[src/rtl/instr_loader.sv]
// instr_loader: streams a byte-encoded program into the writable instruction
// memory. Bytes arrive over rx_valid/rx_ready. A 16-bit word count comes first,
// then LO/HI byte pairs, and each pair becomes one write at the next address
// starting from 0. busy holds the core off while a session is in progress.
//
// Optional feature: define INSTR_LOADER_CHECKSUM_EN to require a trailing CHK
// byte. CHK must equal the XOR of every earlier byte in the stream, including
// the count bytes.
module instr_loader #(
  parameter int A = 10,  // instruction address width, depth = 2**A
  parameter int W = 9    // instruction width, 9..16
) (
  input  logic         clk,
  input  logic         reset_n,
  input  logic         start,
  input  logic [7:0]   rx_data,
  input  logic         rx_valid,
  output logic         rx_ready,
  output logic         wr_en,
  output logic [A-1:0] wr_addr,
  output logic [W-1:0] wr_data,
  output logic         busy,
  output logic         done,
  output logic         error
);

  typedef enum logic [2:0] {
    S_IDLE   = 3'd0,
    S_HDR_LO = 3'd1,
    S_HDR_HI = 3'd2,
    S_DAT_LO = 3'd3,
    S_DAT_HI = 3'd4,
    S_CHK    = 3'd5
  } state_e;

  // Where the stream goes once the data bytes have been consumed.
`ifdef INSTR_LOADER_CHECKSUM_EN
  localparam state_e S_FIN = S_CHK;
`else
  localparam state_e S_FIN = S_IDLE;
`endif

  localparam logic [31:0] DEPTH   = 32'd1 << A;
  localparam logic [A:0]  CNT_ONE = (A+1)'(1);

  state_e         state_q, state_d;
  logic [7:0]     cnt_lo_q, cnt_lo_d;  // CNT_LO held until CNT_HI arrives
  logic [A:0]     n_q, n_d;            // word count for this session
  logic [A:0]     cnt_q, cnt_d;        // words written so far = next address
  logic [7:0]     lo_q, lo_d;          // LO byte of the word being assembled
  logic           wr_en_q, wr_en_d;
  logic [A-1:0]   wr_addr_q, wr_addr_d;
  logic [W-1:0]   wr_data_q, wr_data_d;
  logic           done_q, done_d;
  logic           error_q, error_d;
`ifdef INSTR_LOADER_CHECKSUM_EN
  logic [7:0]     xor_q, xor_d;        // running XOR of every accepted byte
`endif

  logic        xfer;
  logic [15:0] hdr_n;
  logic        hdr_over;
  logic        hdr_zero;
  logic [A:0]  cnt_inc;
  logic        last_word;

  assign xfer      = rx_valid && rx_ready;
  assign hdr_n     = {rx_data, cnt_lo_q};
  // The count is bounded here, so the address counter below never wraps.
  assign hdr_over  = {16'd0, hdr_n} > DEPTH;
  assign hdr_zero  = (hdr_n == 16'd0);
  assign cnt_inc   = cnt_q + CNT_ONE;
  assign last_word = (cnt_inc == n_q);

  // State register.
  always_ff @(posedge clk) begin
    if (!reset_n) state_q <= S_IDLE;
    else          state_q <= state_d;
  end

  // Next-state decode; every non-idle state advances only on an accepted byte.
  always_comb begin
    state_d = state_q;
    case (state_q)
      S_IDLE:   if (start) state_d = S_HDR_LO;
      S_HDR_LO: if (xfer) state_d = S_HDR_HI;
      S_HDR_HI: begin
        if (xfer) begin
          if (hdr_over)      state_d = S_IDLE;
          else if (hdr_zero) state_d = S_FIN;
          else               state_d = S_DAT_LO;
        end
      end
      S_DAT_LO: if (xfer) state_d = S_DAT_HI;
      S_DAT_HI: if (xfer) state_d = last_word ? S_FIN : S_DAT_LO;
      S_CHK:    if (xfer) state_d = S_IDLE;
      default:  state_d = S_IDLE;
    endcase
  end

  // Output decode: ready and busy come from the state alone, never from rx_valid.
  always_comb begin
    rx_ready = 1'b0;
    busy     = 1'b0;
    case (state_q)
      S_HDR_LO, S_HDR_HI, S_DAT_LO, S_DAT_HI, S_CHK: begin
        rx_ready = 1'b1;
        busy     = 1'b1;
      end
      default: begin
        rx_ready = 1'b0;
        busy     = 1'b0;
      end
    endcase
  end

  // Datapath next values: header capture, word assembly, write strobe, status.
  always_comb begin
    cnt_lo_d  = cnt_lo_q;
    n_d       = n_q;
    cnt_d     = cnt_q;
    lo_d      = lo_q;
    wr_en_d   = 1'b0;
    wr_addr_d = wr_addr_q;
    wr_data_d = wr_data_q;
    done_d    = 1'b0;
    error_d   = error_q;
`ifdef INSTR_LOADER_CHECKSUM_EN
    xor_d     = xor_q;
    if (xfer) xor_d = xor_q ^ rx_data;
`endif
    case (state_q)
      S_IDLE: begin
        if (start) begin
          error_d = 1'b0;
          cnt_d   = '0;
`ifdef INSTR_LOADER_CHECKSUM_EN
          xor_d   = 8'd0;
`endif
        end
      end
      S_HDR_LO: begin
        if (xfer) cnt_lo_d = rx_data;
      end
      S_HDR_HI: begin
        if (xfer) begin
          n_d = (A+1)'(hdr_n);
          if (hdr_over) error_d = 1'b1;
`ifndef INSTR_LOADER_CHECKSUM_EN
          else if (hdr_zero) done_d = 1'b1;
`endif
        end
      end
      S_DAT_LO: begin
        if (xfer) lo_d = rx_data;
      end
      S_DAT_HI: begin
        if (xfer) begin
          // HI bits above the instruction width are dropped.
          wr_en_d   = 1'b1;
          wr_addr_d = cnt_q[A-1:0];
          wr_data_d = {rx_data[W-9:0], lo_q};
          cnt_d     = cnt_inc;
`ifndef INSTR_LOADER_CHECKSUM_EN
          if (last_word) done_d = 1'b1;
`endif
        end
      end
`ifdef INSTR_LOADER_CHECKSUM_EN
      S_CHK: begin
        // The writes already happened, so a mismatch can only be flagged.
        if (xfer) begin
          if (rx_data == xor_q) done_d  = 1'b1;
          else                  error_d = 1'b1;
        end
      end
`endif
      default: ;
    endcase
  end

  // Datapath registers; reset returns every output to 0.
  always_ff @(posedge clk) begin
    if (!reset_n) begin
      cnt_lo_q  <= 8'd0;
      n_q       <= '0;
      cnt_q     <= '0;
      lo_q      <= 8'd0;
      wr_en_q   <= 1'b0;
      wr_addr_q <= '0;
      wr_data_q <= '0;
      done_q    <= 1'b0;
      error_q   <= 1'b0;
`ifdef INSTR_LOADER_CHECKSUM_EN
      xor_q     <= 8'd0;
`endif
    end else begin
      cnt_lo_q  <= cnt_lo_d;
      n_q       <= n_d;
      cnt_q     <= cnt_d;
      lo_q      <= lo_d;
      wr_en_q   <= wr_en_d;
      wr_addr_q <= wr_addr_d;
      wr_data_q <= wr_data_d;
      done_q    <= done_d;
      error_q   <= error_d;
`ifdef INSTR_LOADER_CHECKSUM_EN
      xor_q     <= xor_d;
`endif
    end
  end

  assign wr_en   = wr_en_q;
  assign wr_addr = wr_addr_q;
  assign wr_data = wr_data_q;
  assign done    = done_q;
  assign error   = error_q;

endmodule

[config.mk]
export PLATFORM = sky130hd
export DESIGN_NAME = instr_loader
export DESIGN_NICKNAME = d
export VERILOG_FILES = /design/src/rtl/instr_loader.sv
export SDC_FILE = /design/constraint.sdc
export NUM_CORES = 1
export LEC_CHECK = 0
export ABC_AREA = 1
export CAP_MARGIN = 20
export CELL_PAD_IN_SITES_DETAIL_PLACEMENT = 2
export CELL_PAD_IN_SITES_GLOBAL_PLACEMENT = 2
export CORE_UTILIZATION = 31
export DETAILED_ROUTE_END_ITERATION = 12
export PLACE_DENSITY = 0.76
export SETUP_SLACK_MARGIN = 0.4
export SYNTH_ARGS = -nofsm -noshare
export SYNTH_HDL_FRONTEND = slang
export SYNTH_SLANG_ARGS = --single-unit
export TNS_END_PERCENT = 20
[constraint.sdc]
create_clock -name clk -period 2 [get_ports clk]
set_input_delay 0.6 -clock clk [delete_from_list [all_inputs] [get_ports clk]]
set_output_delay 0.6 -clock clk [all_outputs]
set_load 0.02 [all_outputs]
==> impl_metrics.tcl <==
set metrics [dict create \
    gp_congestion 0.762 \
    finalHoldViolCount 0 \
    skew_ps 10.1 \
    path_clk_slew_ps 80 \
    layout_common_cells "54 x dfxtp_1, 51 x buf_4, 47 x nand2_1, 38 x nor2_1" \
    htreeDepth 3 \
    die_area_um2 9360 \
    clkLatencyLatePin_ps 350 \
    r2r_slack_ps -110 \
    fin_util_pct 48.0 \
    syn-instance-count 389 \
    fin_ws_ps -110 \
    rr_endpoint "state_q[1]" \
    synth.net_count 402 \
    max_freq_mhz 474 \
    rows 34 \
    final_common_cell "dfxtp_1" \
    start_kind "flip-flop" \
    antenna_found_initial 0 \
    crit_path_max_fanout 5 \
    dieWidth_um 96.8 \
    synth-main-ff-cell "dfxtp_1" \
    layout.area.seq_um2 1280 \
    floorplan.initialDensity_pct 31.9 \
    netlist_area_um2 2780 \
    violations "negative setup slack" \
    tightest_slew_ps 484 \
    p_total_mw 4.19 \
    grt-ovfl-total 0 \
    fillers 953 \
    nets 495 \
    postRouteAntennaNets 0 \
    dieHeight_um 96.8 \
    arrival_ps 2330 \
    multiInputGateArea_um2 1590 \
    vias 3164 \
    grt_max_degree 26 \
    yosysWarnings 0 \
    slew_violations 0 \
    cts.path.max_buffers 2 \
    dp_hpwl_um 7160 \
    clockRootBuffer "clkbuf_8" \
    min-delay-path-class "flip-flop to flip-flop" \
    track_usage_pct 22.9 \
    grt_pass1_vias 3311 \
    totalWireLength_um 12600 \
    leakagePower_nw 1.69 \
    worstHoldEndpoint "lo_q[1]" \
    cts_buffers 9 \
    hold_path_startpoint "lo_q[1]" \
    cts.sinks 63 \
    drc 0 \
    fin_crit_ps 2110 \
    design.core.area_um2 8720 \
    holdPathStages 2 \
    drive_gt1_share_pct 38.4 \
    cts_tree "built" \
    endpoint_kind "flip-flop" \
    seq_area_frac_synth_pct 45.3 \
    syn_area_per_cell_um2 7.16 \
    ir_worst_vdd_mv 0.620 \
    routedWlPerCell_um 21.2 \
    dr.first_iter.drc_count 73 \
    cp_data_required_time_ps 2220 \
    power_density_nw_per_um2 1000 \
    grt_first_pass_wirelength_um 16800 \
    crit_type "flip-flop to flip-flop" \
    yosys.cell_types.count 29 \
    drt-vias-per-instance 5.32 \
    status "finished with violations" \
    area_growth_pct 50.5 \
    rsz0062_at_grt "true" \
    drt-pass1-iter-count 4 \
    worstRegToRegCells 14 \
    antenna_cells 0 \
    synth-edff-count 0 \
    synthArstFlopShare_pct 0 \
    cap_viol_max_count 0 \
    r2r_start "cnt_q[1]" \
    slew_headroom_pct 67.4 \
    tns_ps -248 \
    io_buffers 35 \
    final-setup-viol-count 5 \
    ios 36 \
    ctsHoldBuffers 0 \
    min_period_over_period_pct 105 \
    synth-seq-cells 63 \
]
==> repair_timing <==
item / CTS / global route
pin swaps: 16 / 20
resized for setup: 122 / 88
setup buffers: 6 / 19
endpoints found under the setup margin: 73 / 60
==> logic make-up after synthesis <==
| logic type | Yosys count | synth area share, % |
|---|---|---|
| flops | 63 | 45.3 |
| simple gates | 162 | 25.8 |
| buf+inv | 57 | 8.04 |
| xor+xnor | 3 | 0.944 |
| compound gates | 103 | 19.4 |
| fa+ha+maj | 1 | 0.449 |
==> worst max-delay path, cell delays in order, from the launching register on <==
cell     delay (ps)
dfxtp_4         390
ha_4            180
nand2_8          80
nor2_4          130
nand2_2         110
o21ai_2         180
nand2_1         100
nand2_1          70
nand2_1          80
nor2_2          160
nand2_1         130
nand2_2         150
nand3_2          90
nand2_2          80
a21oi_2          50
==> metal layers <==
metal  wire [um]  global-route usage, %  up-vias
li1            -                      -     1460
met4         382                   9.99        0
met3         331                   3.32       31
met1        5080                   25.7     1597
met5           0                      0        -
met2        6820                   42.4       76
==> worst max-delay path by stage <==
stage / start / endpoint / slack (ps) / depth (start not counted)
after global placement: rx_data[0] / state_q[0] / -190 / 9
after global routing: cnt_q[1] / state_q[1] / -220 / 14
after detailed placement: rx_data[0] / state_q[0] / -350 / 9
after CTS: state_q[1] / rx_ready / -60 / 8
final: cnt_q[1] / state_q[1] / -110 / 14
after floorplan: rx_data[0] / state_q[0] / 340 / 8
==> where the power goes <==
group          internal (mW)  leakage (nW)  total, mW  switching (mW)
Combinational          0.646          1.08       1.59           0.947
Sequential              1.38         0.515       1.49           0.115
Clock                  0.502        0.0903       1.11           0.607
Total                   2.53          1.69       4.19            1.67
==> sequential cells by signal, summed over array words and instances (netlist names) <==
name / count
wr_en: 1
lo_q: 8
wr_data: 9
n_q: 11
done: 1
cnt_lo_q: 8
error: 1
state_q: 3
cnt_q: 11
wr_addr: 10
==> cells in the mapped netlist, types with 2 or more instances <==
library cell | number | share of area (%)
a21oi_1 | 41 | 7.4
nor2_1 | 55 | 7.4
o21ai_0 | 51 | 9.2
buf_4 | 2 | 0.54
nor2_2 | 4 | 0.90
nand2_1 | 55 | 7.4
buf_2 | 2 | 0.36
o21ai_1 | 2 | 0.36
inv_1 | 44 | 5.9
or2_2 | 2 | 0.45
clkbuf_1 | 9 | 1.2
dfxtp_1 | 63 | 45
o31ai_1 | 5 | 1.3
nand2_2 | 3 | 0.67
nand3_1 | 31 | 5.6
nor4_1 | 3 | 0.67
xor2_1 | 2 | 0.63
nor2_4 | 4 | 1.6
==> per-stage QoR <==
stage	hold WS [ps]	area, um2	setup WS (ps)	std cells
2_1_floorplan	430	2800	338	389
3_3_place_gp	443	3500	-192	554
3_5_place_dp	450	3500	-348	554
4_1_cts	465	3860	-58.3	576
5_1_grt	489	4190	-220	595
6_report	462	4190	-110	595
==> final cells by class <==
| type | count | share of cell area [%] |
|---|---|---|
| clock buffers | 10 | 3.28 |
| clock inverters | 6 | 1.19 |
| multi-input cells | 269 | 37.8 |
| flip-flops and latches | 63 | 30.6 |
| well taps | 108 | 3.22 |
| repair buffers | 95 | 19.8 |
| inverters | 44 | 4.06 |
(Power assumes the default switching activity.)
